## src/rtl/ctr163_seq_ctrl_if.sv

```systemverilog
// Bundle between the sequencing controller, the 74x163 counter chain and the lab datapath.
// The slave side is the controller; the master side is the chain plus datapath.
interface ctr163_seq_ctrl_if #(
    parameter int W = 8
);
    logic         START;
    logic         ABORT;
    logic         HOLD;
    logic         PERIODIC;
    logic [W-1:0] PRESET;
    logic         CNT_RCO;
    logic         CNT_CLR_L;
    logic         CNT_LD_L;
    logic         CNT_ENP;
    logic         CNT_ENT;
    logic [W-1:0] CNT_D;
    logic         BUSY;
    logic         TICK;
    logic         DONE;

    modport slave (
        input  START, ABORT, HOLD, PERIODIC, PRESET, CNT_RCO,
        output CNT_CLR_L, CNT_LD_L, CNT_ENP, CNT_ENT, CNT_D, BUSY, TICK, DONE
    );

    modport master (
        output START, ABORT, HOLD, PERIODIC, PRESET, CNT_RCO,
        input  CNT_CLR_L, CNT_LD_L, CNT_ENP, CNT_ENT, CNT_D, BUSY, TICK, DONE
    );
endinterface

```

## src/rtl/ctr163_seq_ctrl.sv

```systemverilog
// Interval timer controller for a cascaded 74x163 chain: clears, loads and enables the
// chain, watches its final RCO and reports BUSY/TICK/DONE.
module ctr163_seq_ctrl #(
    parameter int W = 8
) (
    input  logic               CLK,
    input  logic               RESET,
    ctr163_seq_ctrl_if.slave   bus
);
    typedef enum logic [2:0] {S_IDLE, S_CLEAR, S_LOAD, S_RUN, S_DONE} state_t;

    state_t       state, state_n;
    logic [W-1:0] pr;
    logic         pr_ld;
    logic         tick, tick_n;
    logic         term;
    logic         clr_l, ld_l, enp, ent;

    // Terminal count only counts while the chain is actually allowed to advance.
    assign term = bus.CNT_RCO & ~bus.HOLD;

    always_ff @(posedge CLK or posedge RESET) begin
        if (RESET) begin
            state <= S_IDLE;
            pr    <= '0;
            tick  <= 1'b0;
        end else begin
            state <= state_n;
            tick  <= tick_n;
            if (pr_ld) pr <= bus.PRESET;
        end
    end

    always_comb begin
        state_n = state;
        pr_ld   = 1'b0;
        tick_n  = 1'b0;
        clr_l   = 1'b1;
        ld_l    = 1'b1;
        enp     = 1'b0;
        ent     = 1'b0;

        case (state)
            S_CLEAR: clr_l = 1'b0;
            S_LOAD:  ld_l  = 1'b0;
            S_RUN: begin
                ent = 1'b1;
                enp = ~bus.HOLD;
                // Periodic reload replaces the wrap at terminal count.
                if (term && bus.PERIODIC) ld_l = 1'b0;
            end
            default: ;
        endcase

        if (bus.ABORT) begin
            state_n = S_CLEAR;
        end else begin
            case (state)
                S_IDLE, S_CLEAR, S_LOAD, S_DONE: begin
                    if (bus.START) begin
                        pr_ld   = 1'b1;
                        state_n = S_LOAD;
                    end else if (state == S_CLEAR) begin
                        state_n = S_IDLE;
                    end else if (state == S_LOAD) begin
                        state_n = S_RUN;
                    end
                end
                S_RUN: begin
                    if (bus.START) begin
                        // Restart wins over a pending terminal count; no TICK.
                        pr_ld   = 1'b1;
                        state_n = S_LOAD;
                    end else if (term) begin
                        tick_n = 1'b1;
                        if (!bus.PERIODIC) state_n = S_DONE;
                    end
                end
                default: state_n = S_IDLE;
            endcase
        end
    end

    assign bus.CNT_CLR_L = clr_l;
    assign bus.CNT_LD_L  = ld_l;
    assign bus.CNT_ENP   = enp;
    assign bus.CNT_ENT   = ent;
    assign bus.CNT_D     = pr;
    assign bus.BUSY      = (state == S_LOAD) || (state == S_RUN);
    assign bus.DONE      = (state == S_DONE);
    assign bus.TICK      = tick;
endmodule

```

## src/flat_wrapper.sv

```systemverilog
// flat-port wrapper written by rule: the top's interface ports become plain ports
module ctr163_seq_ctrl_flat 
#(
    parameter int W = 8
)
  (CLK, RESET, bus_START, bus_ABORT, bus_HOLD, bus_PERIODIC, bus_PRESET, bus_CNT_RCO, bus_CNT_CLR_L, bus_CNT_LD_L, bus_CNT_ENP, bus_CNT_ENT, bus_CNT_D, bus_BUSY, bus_TICK, bus_DONE);
  ctr163_seq_ctrl_if #(.W(W)) bus_i ();
  input  logic CLK;
  input  logic RESET;
  input wire logic [$bits(bus_i.START)-1:0] bus_START;
  input wire logic [$bits(bus_i.ABORT)-1:0] bus_ABORT;
  input wire logic [$bits(bus_i.HOLD)-1:0] bus_HOLD;
  input wire logic [$bits(bus_i.PERIODIC)-1:0] bus_PERIODIC;
  input wire logic [$bits(bus_i.PRESET)-1:0] bus_PRESET;
  input wire logic [$bits(bus_i.CNT_RCO)-1:0] bus_CNT_RCO;
  output wire logic [$bits(bus_i.CNT_CLR_L)-1:0] bus_CNT_CLR_L;
  output wire logic [$bits(bus_i.CNT_LD_L)-1:0] bus_CNT_LD_L;
  output wire logic [$bits(bus_i.CNT_ENP)-1:0] bus_CNT_ENP;
  output wire logic [$bits(bus_i.CNT_ENT)-1:0] bus_CNT_ENT;
  output wire logic [$bits(bus_i.CNT_D)-1:0] bus_CNT_D;
  output wire logic [$bits(bus_i.BUSY)-1:0] bus_BUSY;
  output wire logic [$bits(bus_i.TICK)-1:0] bus_TICK;
  output wire logic [$bits(bus_i.DONE)-1:0] bus_DONE;
  assign bus_i.START = bus_START;
  assign bus_i.ABORT = bus_ABORT;
  assign bus_i.HOLD = bus_HOLD;
  assign bus_i.PERIODIC = bus_PERIODIC;
  assign bus_i.PRESET = bus_PRESET;
  assign bus_i.CNT_RCO = bus_CNT_RCO;
  assign bus_CNT_CLR_L = bus_i.CNT_CLR_L;
  assign bus_CNT_LD_L = bus_i.CNT_LD_L;
  assign bus_CNT_ENP = bus_i.CNT_ENP;
  assign bus_CNT_ENT = bus_i.CNT_ENT;
  assign bus_CNT_D = bus_i.CNT_D;
  assign bus_BUSY = bus_i.BUSY;
  assign bus_TICK = bus_i.TICK;
  assign bus_DONE = bus_i.DONE;
  ctr163_seq_ctrl #(.W(W)) u_core (.CLK(CLK), .RESET(RESET), .bus(bus_i));
endmodule
```

## config.mk

```make
export PLATFORM = sky130hd
export DESIGN_NAME = ctr163_seq_ctrl_flat
export DESIGN_NICKNAME = d
export VERILOG_FILES = /design/src/rtl/ctr163_seq_ctrl_if.sv /design/src/rtl/ctr163_seq_ctrl.sv /design/src/flat_wrapper.sv
export SDC_FILE = /design/constraint.sdc
export NUM_CORES = 1
export LEC_CHECK = 0
export BUFFER_PORTS_ARGS = -buffer_cell sky130_fd_sc_hd__buf_4
export CORE_UTILIZATION = 30
export CTS_BUF_LIST = sky130_fd_sc_hd__clkbuf_4 sky130_fd_sc_hd__clkbuf_8 sky130_fd_sc_hd__clkbuf_16
export CTS_CLUSTER_SIZE = 14
export DETAILED_ROUTE_END_ITERATION = 8
export PLACE_DENSITY = 0.69
export SLEW_MARGIN = 20
export SYNTH_ARGS = -nofsm -noshare
export SYNTH_HDL_FRONTEND = slang
export SYNTH_SLANG_ARGS = --single-unit
```

## constraint.sdc

```tcl
create_clock -name CLK -period 1 [get_ports CLK]
set_input_delay 0.1 -clock CLK [delete_from_list [all_inputs] [get_ports CLK]]
set_output_delay 0.1 -clock CLK [all_outputs]
set_load 0.02 [all_outputs]
```

==> results.md <==
- Status: finished, violations left
- Failing checks: design-rule violations, negative setup slack
- Worst r2r path cells: 4
- Cell taking the most area after synthesis: dfrtp_1
- Nets: 102
- CP required: 0.90 ns
- Final WS setup: -0.315 ns
- Worst-Skew Late Latency: 0.27 ns
- R2r startpoint: u_core.state[1]
- FF-to-FF setup slack: -0.28 ns
- Crit Path Class: reg -> out
- Cells along the critical path: and2b_2 > nand2_2 > inv_1 > buf_4
- Total I/O pin count: 30
- Remaining antenna violation count: 0
- Drt drc: 1
- WL/cell: 13.3 µm
- Total GRT Usage: 0.170
- Hold path cells: 2
- Worst-case clock buffer depth: 2
- Final wirelength: 1350 µm
- CTS tree: done
- Slew Limit Fails: 0
- Final hold violation count: 0
- Hold EP: u_core.bus.TICK
- Worst Hold Slack: 0.0483 ns
- Root Driver: clkbuf_4
- Place WS: -0.177 ns
- Initial Utilization: 0.335
- Vias per inst: 4.83
- Reg area: 300 µm²
- CORE AREA: 0.00156 mm²
- Slowest cell delay on critical path: 0.41 ns
- Detailed router's first-iteration violation count: 3
- Num rows: 14
- Mean Syn Cell Area: 12.8 µm²
- Synth Register Bits: 12
- Crit path time final: 1.31 ns
- Cell area after synthesis: 523 µm²
- CP Capture Type: output port
- Layout Cells excl Fill: 101
- Layout cells sized above 1: 0.718
- Power Density: 1340 mW/mm²
- Clk sinks: 12
- Diodes inserted: 0
- First-pass GRT wire length: 2310 µm
- VDD IR-drop max: 916 µV
- CP top delay family: flip-flops
- Worst Skew: 0.00518 ns
- Initial antenna violation count: 0
- Drt pass-1 iters: 5
- Dpl cells: 90
- Syn Inst Count: 41
- Full die area: 0.00191 mm²
- Final Cycle Share: 1.31
- Commonest cells after routing, fill and taps aside: buf_4 (33), dfrtp_1 (12), mux2_2 (8)
- Register area share after synthesis: 0.574
- F_max: 760 MHz
- Worst reg2reg path endpoint: u_core.bus.CNT_D[0]
- Area occupied by multi-input gates: 277 µm²
- Slowest cell on crit path: dfrtp_1
- Routed via count: 488
- Die height: 43.8 µm
- Crit path max fanout: 3
- Synth-to-layout area growth: 82.8%
- Fin Setup TNS: -4.45 ns
- Max Cap Viol: 0
- Synth area leaders: dfrtp_1 (57%), mux2_2 (17%), nand3b_4 (3.8%), nor3b_1 (2.9%), inv_1 (2.2%)
- Leading cell type in the layout, fill and taps excluded: buf_4
- Die width: 43.8 µm
- Port Buffers: 29
- Htree depth: 1
- HP Class: in -> reg
- Util after Layout: 0.613
- Nature of the critical path startpoint: register
- Syn Nets: 56
- HPWL after DPL: 969 µm
- CP arrival: 1.21 ns
- GRT overflow: 0
- RSZ-0062 raised after global routing: yes
- Synth warnings: 0
- Vias in the first global route: 522
- Worst-path clk slew: 0.07 ns
- Unique masters post-synth: 16
- LEAKAGE: 0.000476 µW
- Hold path startpoint: bus_ABORT
- Buffers & Inverters on Critical Path: 2
- # setup viols final: 18
- Largest net degree at the start of global routing: 13
- Filler cell count: 130
- Area fraction of the dominant cell type after synthesis: 0.574
- GP Congestion: 0.694
- TritonCTS Buffers: 3
- Tightest Pin Transition: 0.463 ns
- Relative slew slack: 0.691
==> per-stage QoR <==
stage / area, µm² / total power, µW
after floorplan: 537 / 761
after global placement: 805 / 943
after detailed placement: 805 / 951
after CTS: 941 / 1300
after global routing: 956 / 1360
final: 956 / 1280
==> cell families after synthesis <==
kind of cell,after synthesis,share of synthesized area
flip-flops,12,0.574
multiplexers,8,0.172
AO/OA/AOI/OAI,6,0.0814
buffers and inverters,3,0.0215
AND/OR/NAND/NOR,12,0.151
==> worst max path at each step <==
stage                          from                  end  slack, ns  cells after the start
finish              u_core.state[1]          bus_CNT_ENT      -0.31                      4
detailed placement  u_core.state[1]  u_core.bus.CNT_D[0]      -0.18                      3
global route        u_core.state[2]          bus_CNT_ENP      -0.36                      4
CTS                 u_core.state[1]          bus_CNT_ENT      -0.31                      4
global placement    u_core.state[1]  u_core.bus.CNT_D[1]      -0.16                      3
floorplan           u_core.state[0]  u_core.bus.CNT_D[0]      -0.13                      3
==> Yosys cell counts <==
cell type	instances
o21ai_0	2
o21ai_2	1
nor2_1	2
nor4_1	1
dfrtp_1	12
o21bai_1	1
nor3b_1	2
a31oi_1	1
nand3b_4	1
inv_1	3
nor3_1	1
nand2b_1	1
and2b_1	1
nand2_1	3
a21bo_2	1
mux2_2	8
==> report_power, final <==
group / total (µW) / internal, µW / switching, µW
registers: 570 / 541 / 29.6
logic: 431 / 227 / 203
clock network: 283 / 139 / 144
==> routing by layer <==
layer | track usage | wire length (µm)
met4 | 0.0375 | 0
met3 | 0.0792 | 63
met1 | 0.197 | 562
met5 | 0 | 0
met2 | 0.287 | 722
==> registers in the layout, summed over array words and instances (netlist names) <==
signal,flops
u_core.bus.CNT_D,8
u_core.state,3
u_core.bus.TICK,1
==> what timing repair did <==
action / CTS / global route
pin swaps: 6 / 3
gates cloned: 1 / 0
hold endpoints to repair: 12 / 0
hold buffers: 1 / 0
endpoints found under the setup margin: 18 / 18
buffers inserted: 4 / 2
resized for setup: 15 / 0
==> final cells by class <==
cell class,instances,share of cell area
repair buffers,40,0.340
flip-flops and latches,12,0.314
multi-input cells,27,0.289
clock buffers,3,0.0236
well taps,16,0.0209
inverters,3,0.0118
No activity file was read; power rests on OpenSTA's default activity.
